--- config.mk ---
export PLATFORM = sky130hd
export DESIGN_NAME = pipe_stage_skid
export DESIGN_NICKNAME = d
export VERILOG_FILES = /design/src/rtl/pipe_pkg.sv /design/src/rtl/pipe_payload_reg.sv /design/src/rtl/pipe_stage_skid.sv
export SDC_FILE = /design/constraint.sdc
export NUM_CORES = 1
export LEC_CHECK = 0
export CAP_MARGIN = 10
export CORE_MARGIN = 2
export CORE_UTILIZATION = 40
export DETAILED_ROUTE_END_ITERATION = 8
export GPL_TIMING_DRIVEN = 0
export HOLD_SLACK_MARGIN = 0.02
export PLACE_DENSITY = 0.67
export SYNTH_ARGS = -nofsm -noshare
export SYNTH_HDL_FRONTEND = slang
export SYNTH_SLANG_ARGS = --single-unit
--- constraint.sdc ---
create_clock -name i_clk -period 1.58 [get_ports i_clk]
set_input_delay 0.316 -clock i_clk [delete_from_list [all_inputs] [get_ports i_clk]]
set_output_delay 0.316 -clock i_clk [all_outputs]
set_load 0.1 [all_outputs]
--- src/rtl/pipe_pkg.sv ---
// Shared types for the pipeline stage: occupancy state encoding and count width.
package pipe_pkg;

    typedef enum logic [1:0] {
        ST_EMPTY = 2'd0,
        ST_MAIN  = 2'd1,
        ST_FULL  = 2'd2
    } pipe_state_e;

    localparam int PIPE_CNT_W = 2;

    function automatic logic [PIPE_CNT_W-1:0] state_count(input pipe_state_e st);
        logic [PIPE_CNT_W-1:0] cnt;
        case (st)
            ST_MAIN: cnt = 2'd1;
            ST_FULL: cnt = 2'd2;
            default: cnt = 2'd0;
        endcase
        return cnt;
    endfunction

endpackage

--- src/rtl/pipe_payload_reg.sv ---
// Payload register for one stage entry: {ctrl, data} with load enable.
// Clearing only zeroes ctrl, so data keeps its last value across a flush.
module pipe_payload_reg
    import pipe_pkg::*;
#(
    parameter int DATA_W = 32,
    parameter int CTRL_W = 8
) (
    input  logic              i_clk,
    input  logic              i_reset,
    input  logic              i_load,
    input  logic              i_clear_ctrl,
    input  logic [DATA_W-1:0] i_data,
    input  logic [CTRL_W-1:0] i_ctrl,
    output logic [DATA_W-1:0] o_data,
    output logic [CTRL_W-1:0] o_ctrl
);

    always_ff @(posedge i_clk) begin
        if (!i_reset) begin
            o_data <= '0;
            o_ctrl <= '0;
        end else if (i_clear_ctrl) begin
            o_ctrl <= '0;
        end else if (i_load) begin
            o_data <= i_data;
            o_ctrl <= i_ctrl;
        end
    end

endmodule

--- src/rtl/pipe_stage_skid.sv ---
// Pipeline stage register with valid/ready handshake, optional 2-entry skid and flush.
//
//   state    | meaning
//   ---------+-----------------------------------------------
//   ST_EMPTY | no entry held, o_valid=0
//   ST_MAIN  | one entry in main, presented downstream
//   ST_FULL  | main presented, skid holds the next entry, o_ready=0
module pipe_stage_skid
    import pipe_pkg::*;
#(
    parameter int DATA_W = 32,
    parameter int CTRL_W = 8,
    parameter int SKID   = 1
) (
    input  logic                  i_clk,
    input  logic                  i_reset,
    input  logic                  i_flush,
    input  logic                  i_valid,
    output logic                  o_ready,
    input  logic [DATA_W-1:0]     i_data,
    input  logic [CTRL_W-1:0]     i_ctrl,
    output logic                  o_valid,
    input  logic                  i_ready,
    output logic [DATA_W-1:0]     o_data,
    output logic [CTRL_W-1:0]     o_ctrl,
    output logic [PIPE_CNT_W-1:0] o_count
);

    logic              xfer_in;
    logic              xfer_out;
    logic              stage_ready;
    logic              stage_valid;
    logic [PIPE_CNT_W-1:0] stage_count;
    logic              main_load;
    logic [DATA_W-1:0] main_din_data;
    logic [CTRL_W-1:0] main_din_ctrl;
    logic [DATA_W-1:0] main_data_q;
    logic [CTRL_W-1:0] main_ctrl_q;

    assign xfer_in  = i_valid & stage_ready;
    assign xfer_out = stage_valid & i_ready;

    pipe_payload_reg #(
        .DATA_W (DATA_W),
        .CTRL_W (CTRL_W)
    ) u_main (
        .i_clk        (i_clk),
        .i_reset      (i_reset),
        .i_load       (main_load),
        .i_clear_ctrl (i_flush),
        .i_data       (main_din_data),
        .i_ctrl       (main_din_ctrl),
        .o_data       (main_data_q),
        .o_ctrl       (main_ctrl_q)
    );

    generate
        if (SKID != 0) begin : g_skid
            pipe_state_e       state_q;
            pipe_state_e       state_d;
            logic              ready_q;
            logic              skid_load;
            logic              main_from_skid;
            logic [DATA_W-1:0] skid_data_q;
            logic [CTRL_W-1:0] skid_ctrl_q;

            always_ff @(posedge i_clk) begin
                if (!i_reset) begin
                    state_q <= ST_EMPTY;
                    ready_q <= 1'b1;
                end else begin
                    state_q <= state_d;
                    ready_q <= (state_d != ST_FULL);
                end
            end

            // Flush overrides every handshake; an accepted input that cycle is dropped.
            always_comb begin
                state_d = state_q;
                if (i_flush) begin
                    state_d = ST_EMPTY;
                end else begin
                    case (state_q)
                        ST_EMPTY: if (xfer_in) state_d = ST_MAIN;
                        ST_MAIN: begin
                            if (xfer_in && !xfer_out)      state_d = ST_FULL;
                            else if (!xfer_in && xfer_out) state_d = ST_EMPTY;
                        end
                        ST_FULL:  if (xfer_out) state_d = ST_MAIN;
                        default:  state_d = ST_EMPTY;
                    endcase
                end
            end

            always_comb begin
                main_load      = 1'b0;
                skid_load      = 1'b0;
                main_from_skid = 1'b0;
                if (!i_flush) begin
                    case (state_q)
                        ST_EMPTY: main_load = xfer_in;
                        ST_MAIN: begin
                            main_load = xfer_in & xfer_out;
                            skid_load = xfer_in & ~xfer_out;
                        end
                        ST_FULL: begin
                            main_load      = xfer_out;
                            main_from_skid = 1'b1;
                        end
                        default: main_load = 1'b0;
                    endcase
                end
            end

            pipe_payload_reg #(
                .DATA_W (DATA_W),
                .CTRL_W (CTRL_W)
            ) u_skid (
                .i_clk        (i_clk),
                .i_reset      (i_reset),
                .i_load       (skid_load),
                .i_clear_ctrl (i_flush),
                .i_data       (i_data),
                .i_ctrl       (i_ctrl),
                .o_data       (skid_data_q),
                .o_ctrl       (skid_ctrl_q)
            );

            assign main_din_data = main_from_skid ? skid_data_q : i_data;
            assign main_din_ctrl = main_from_skid ? skid_ctrl_q : i_ctrl;
            assign stage_ready   = ready_q;
            assign stage_valid   = (state_q != ST_EMPTY);
            assign stage_count   = state_count(state_q);
        end else begin : g_single
            logic valid_q;

            always_ff @(posedge i_clk) begin
                if (!i_reset)     valid_q <= 1'b0;
                else if (i_flush) valid_q <= 1'b0;
                else if (xfer_in) valid_q <= 1'b1;
                else if (xfer_out) valid_q <= 1'b0;
            end

            // Combinational ready: a draining entry frees the slot in the same cycle.
            assign stage_ready   = ~valid_q | i_ready;
            assign main_load     = xfer_in & ~i_flush;
            assign main_din_data = i_data;
            assign main_din_ctrl = i_ctrl;
            assign stage_valid   = valid_q;
            assign stage_count   = {1'b0, valid_q};
        end
    endgenerate

    assign o_ready = stage_ready;
    assign o_valid = stage_valid;
    assign o_data  = main_data_q;
    assign o_ctrl  = stage_valid ? main_ctrl_q : '0;
    assign o_count = stage_count;

endmodule

==> summary.md <==
| Metric | Value |
|---|---|
| Die ar. | 9500 sq um |
| Initial antenna violation count | 0 |
| Top-area cell type share of the netlist area | 47.5% |
| Post-synth EDFFs | 0 |
| Antenna Cells | 0 |
| First-pass detailed-route iteration total | 5 |
| Failing checks | setup timing |
| Worst-path maximum fanout | 7 |
| Fin. max-slew vios | 0 |
| Worst reg2reg path depth | 5 |
| Status | complete, but fails checks |
| Leakage | 2.38 nW |
| Critical path startpoint | g_skid.state_q[1] |
| Fin. Hold Viols | 0 |
| Crit end category | output port |
| Fin cells | 650 |
| VDD IR max | 0.466 mV |
| Final Skew | 0.00949 ns |
| Avg WL per Cell | 15.6 um |
| Sequential fraction of design power | 44.4% |
| Sw Share | 31.9% |
| R2r endpoint | g_skid.u_skid.o_ctrl[4] |
| Avg Cell Area, Syn | 8.20 sq um |
| Worst reg-to-reg setup slack | -0.06 ns |
| Placer Congestion | 0.798 |
| Logic gate share of total power | 22.8% |
| Remaining DRCs | 0 |
| RR Startpoint | g_skid.state_q[0] |
| Fin crit share | 105% |
| Tot GR Track Use | 19.8% |
| Post-DP HPWL | 6420 um |
| Internal cell power | 3.42 mW |
| Starting Density | 40.7% |
| Clock latency at the later pin of the worst-skew pair | 0.35 ns |
| Commonest non-fill, non-tap cell in the layout | dfxtp_1 |
| Clk pwr share | 32.8% |
| Vias | 3397 |
| Post-Syn Area | 3490 sq um |
| Share of layout cells above drive strength 1 | 30.8% |
| First-pass GRT wire length | 15300 um |
| Final worst path period need | 1.66 ns |
| Drt first-iter violations | 218 |
| Post-synthesis async set-or-reset flop share | 0% |
| PD cells | 951 nW/um^2 |
| P_sw | 1.60 mW |
| H-tree levels | 3 |
| Final setup viols | 52 |
| Nets | 582 |
| Floorplan core area | 8590 sq um |
| TritonCTS Buffers | 9 |
| Via/cell ratio | 5.23 |
| Required @ worst endpoint | 1.26 ns |
| CTS tree | yes |
| Row count | 34 |
| Maximum clock path buffer count | 2 |
| Syn Nets | 471 |
| Largest net degree at the start of global routing | 14 |
| Final setup margin | -0.0769 ns |
| Worst EP arrival | 1.34 ns |
| Clk slew on worst S/H paths | 0.08 ns |
| Top post-synthesis cells by area | dfxtp_1 48%, nand2_1 10%, o211a_1 9.2% |
| Critical Path Source Type | register |
| Synth cell types | 28 |
| Post-synthesis sequential area ratio | 47.5% |
| Crit Path Category | register to output port |
| Die height | 97.5 um |
| Ys Warns | 0 |
| Number of global-route vias before repair | 3138 |
| #FFs+latches synth | 83 |
| Total power | 5.02 mW |
| Area leader, netlist | dfxtp_1 |
| Crit path to | o_ctrl[4] |
| Port bufs | 88 |
| DRT Wirelength | 10100 um |
| Die width | 97.5 um |
| Grt total ovfl | 0 |
| Max-cap violations | 0 |
| Fmax | 0.604 GHz |
| Clock sinks | 83 |
| CTS Root Cell | clkbuf_8 |
| Post-detailed-route count of antenna-violating nets | 0 |
| Most used DFF post-synth | dfxtp_1 |
| Setup TNS | -1.55 ns |
| Hold WC Path Type | register to register |
| Slew Limit Headroom | 63.7% |
| Placed Cells | 622 |
| # IOs | 89 |
| Mapped Cells | 426 |
| Layout area overhead | 50.9% |
| RSZ-0062 raised after global routing | yes |
| Commonest cells after routing, fill and taps aside | 80 x dfxtp_1, 72 x nor2_1, 62 x nand2_1 |
| Finished Core Util | 61.4% |
| Slew @ Worst Pin | 0.548 ns |
[worst min path at each step]
stage	slack (ns)	endpoint	depth (start not counted)	start
floorplan	0.44	g_skid.u_skid.o_data[0]	2	g_skid.u_skid.o_data[0]
global placement	0.44	g_skid.u_skid.o_data[9]	2	g_skid.u_skid.o_data[9]
detailed placement	0.45	g_skid.u_skid.o_data[10]	2	g_skid.u_skid.o_data[10]
CTS	0.46	g_skid.u_skid.o_data[10]	2	g_skid.u_skid.o_data[10]
global route	0.47	g_skid.u_skid.o_data[5]	2	g_skid.u_skid.o_data[5]
finish	0.46	g_skid.u_skid.o_data[31]	2	g_skid.u_skid.o_data[31]
[cell usage after synthesis (2+ instances only)]
cell type and n:
dfxtp_1 83, nor2_1 72, buf_2 14, nand3b_1 2
nand3_1 2, and2_1 8, o21ai_1 19, nand2_1 97
clkbuf_1 17, o211a_1 32, a311oi_1 8, o21ai_0 14
nand2b_1 2, a21oi_1 8, buf_6 4, a21boi_1 32
[state kept, by name, summed over array words and instances, names as in the netlist]
name,cells
g_skid.u_skid.o_data,32
u_main.o_data,32
g_skid.u_skid.o_ctrl,8
u_main.o_ctrl,8
g_skid.state_q,2
o_ready,1
[critical path, stage by stage, from the launching register on]
cell	delay, ns
dfxtp_4	0.39
or2_4	0.27
and2_4	0.17
buf_12	0.16
[final cells by class]
class / count / area [sq um]
clock buffer: 12 / 135
buffer: 31 / 233
inverter: 2 / 10.0
multi-input combinational: 307 / 1970
tap: 108 / 135
timing repair buffer: 103 / 1040
clock inverter: 4 / 73.8
sequential: 83 / 1670
fill: 737 / 3320
[what timing repair did]
action | in CTS | in global routing
resized for setup | 234 | 133
pin swaps | 2 | 63
gates cloned | 0 | 5
setup endpoints to repair | 118 | 106
setup buffers | 5 | 6
hold buffers | 0 | 0
[through the flow]
step	cell area [sq um]	hold slack [ns]	setup slack [ns]
2_1_floorplan	3540	0.435	-0.297
3_3_place_gp	4560	0.440	-0.876
3_5_place_dp	4560	0.446	-0.907
4_1_cts	4970	0.456	-0.0953
5_1_grt	5280	0.474	-0.117
6_report	5280	0.457	-0.0769
[power by group through the flow]
stage,logic (mW),registers (mW),clock network [mW]
global route,1.19,2.24,1.76
floorplan,0.288,2.75,0
detailed placement,1.11,2.27,0
global placement,1.11,2.27,0
CTS,1.13,2.22,1.67
finish,1.14,2.23,1.65
[cell families (layout without fill, tap and decap cells)]
kind of cell | count (synthesis) | count (layout) | synth area share [%]
compound gates | 116 | 116 | 24.7
buf+inv | 37 | 152 | 5.33
flops | 83 | 83 | 47.5
simple gates | 190 | 191 | 22.4
[routing by layer]
metal	wire length, um	global-route usage [%]	share of wire (%)
met1	4660	27.1	46
met2	4790	30.9	47
met3	522	4.10	5.1
met4	169	7.05	1.7
met5	0	0	0
(Power assumes the default switching activity.)
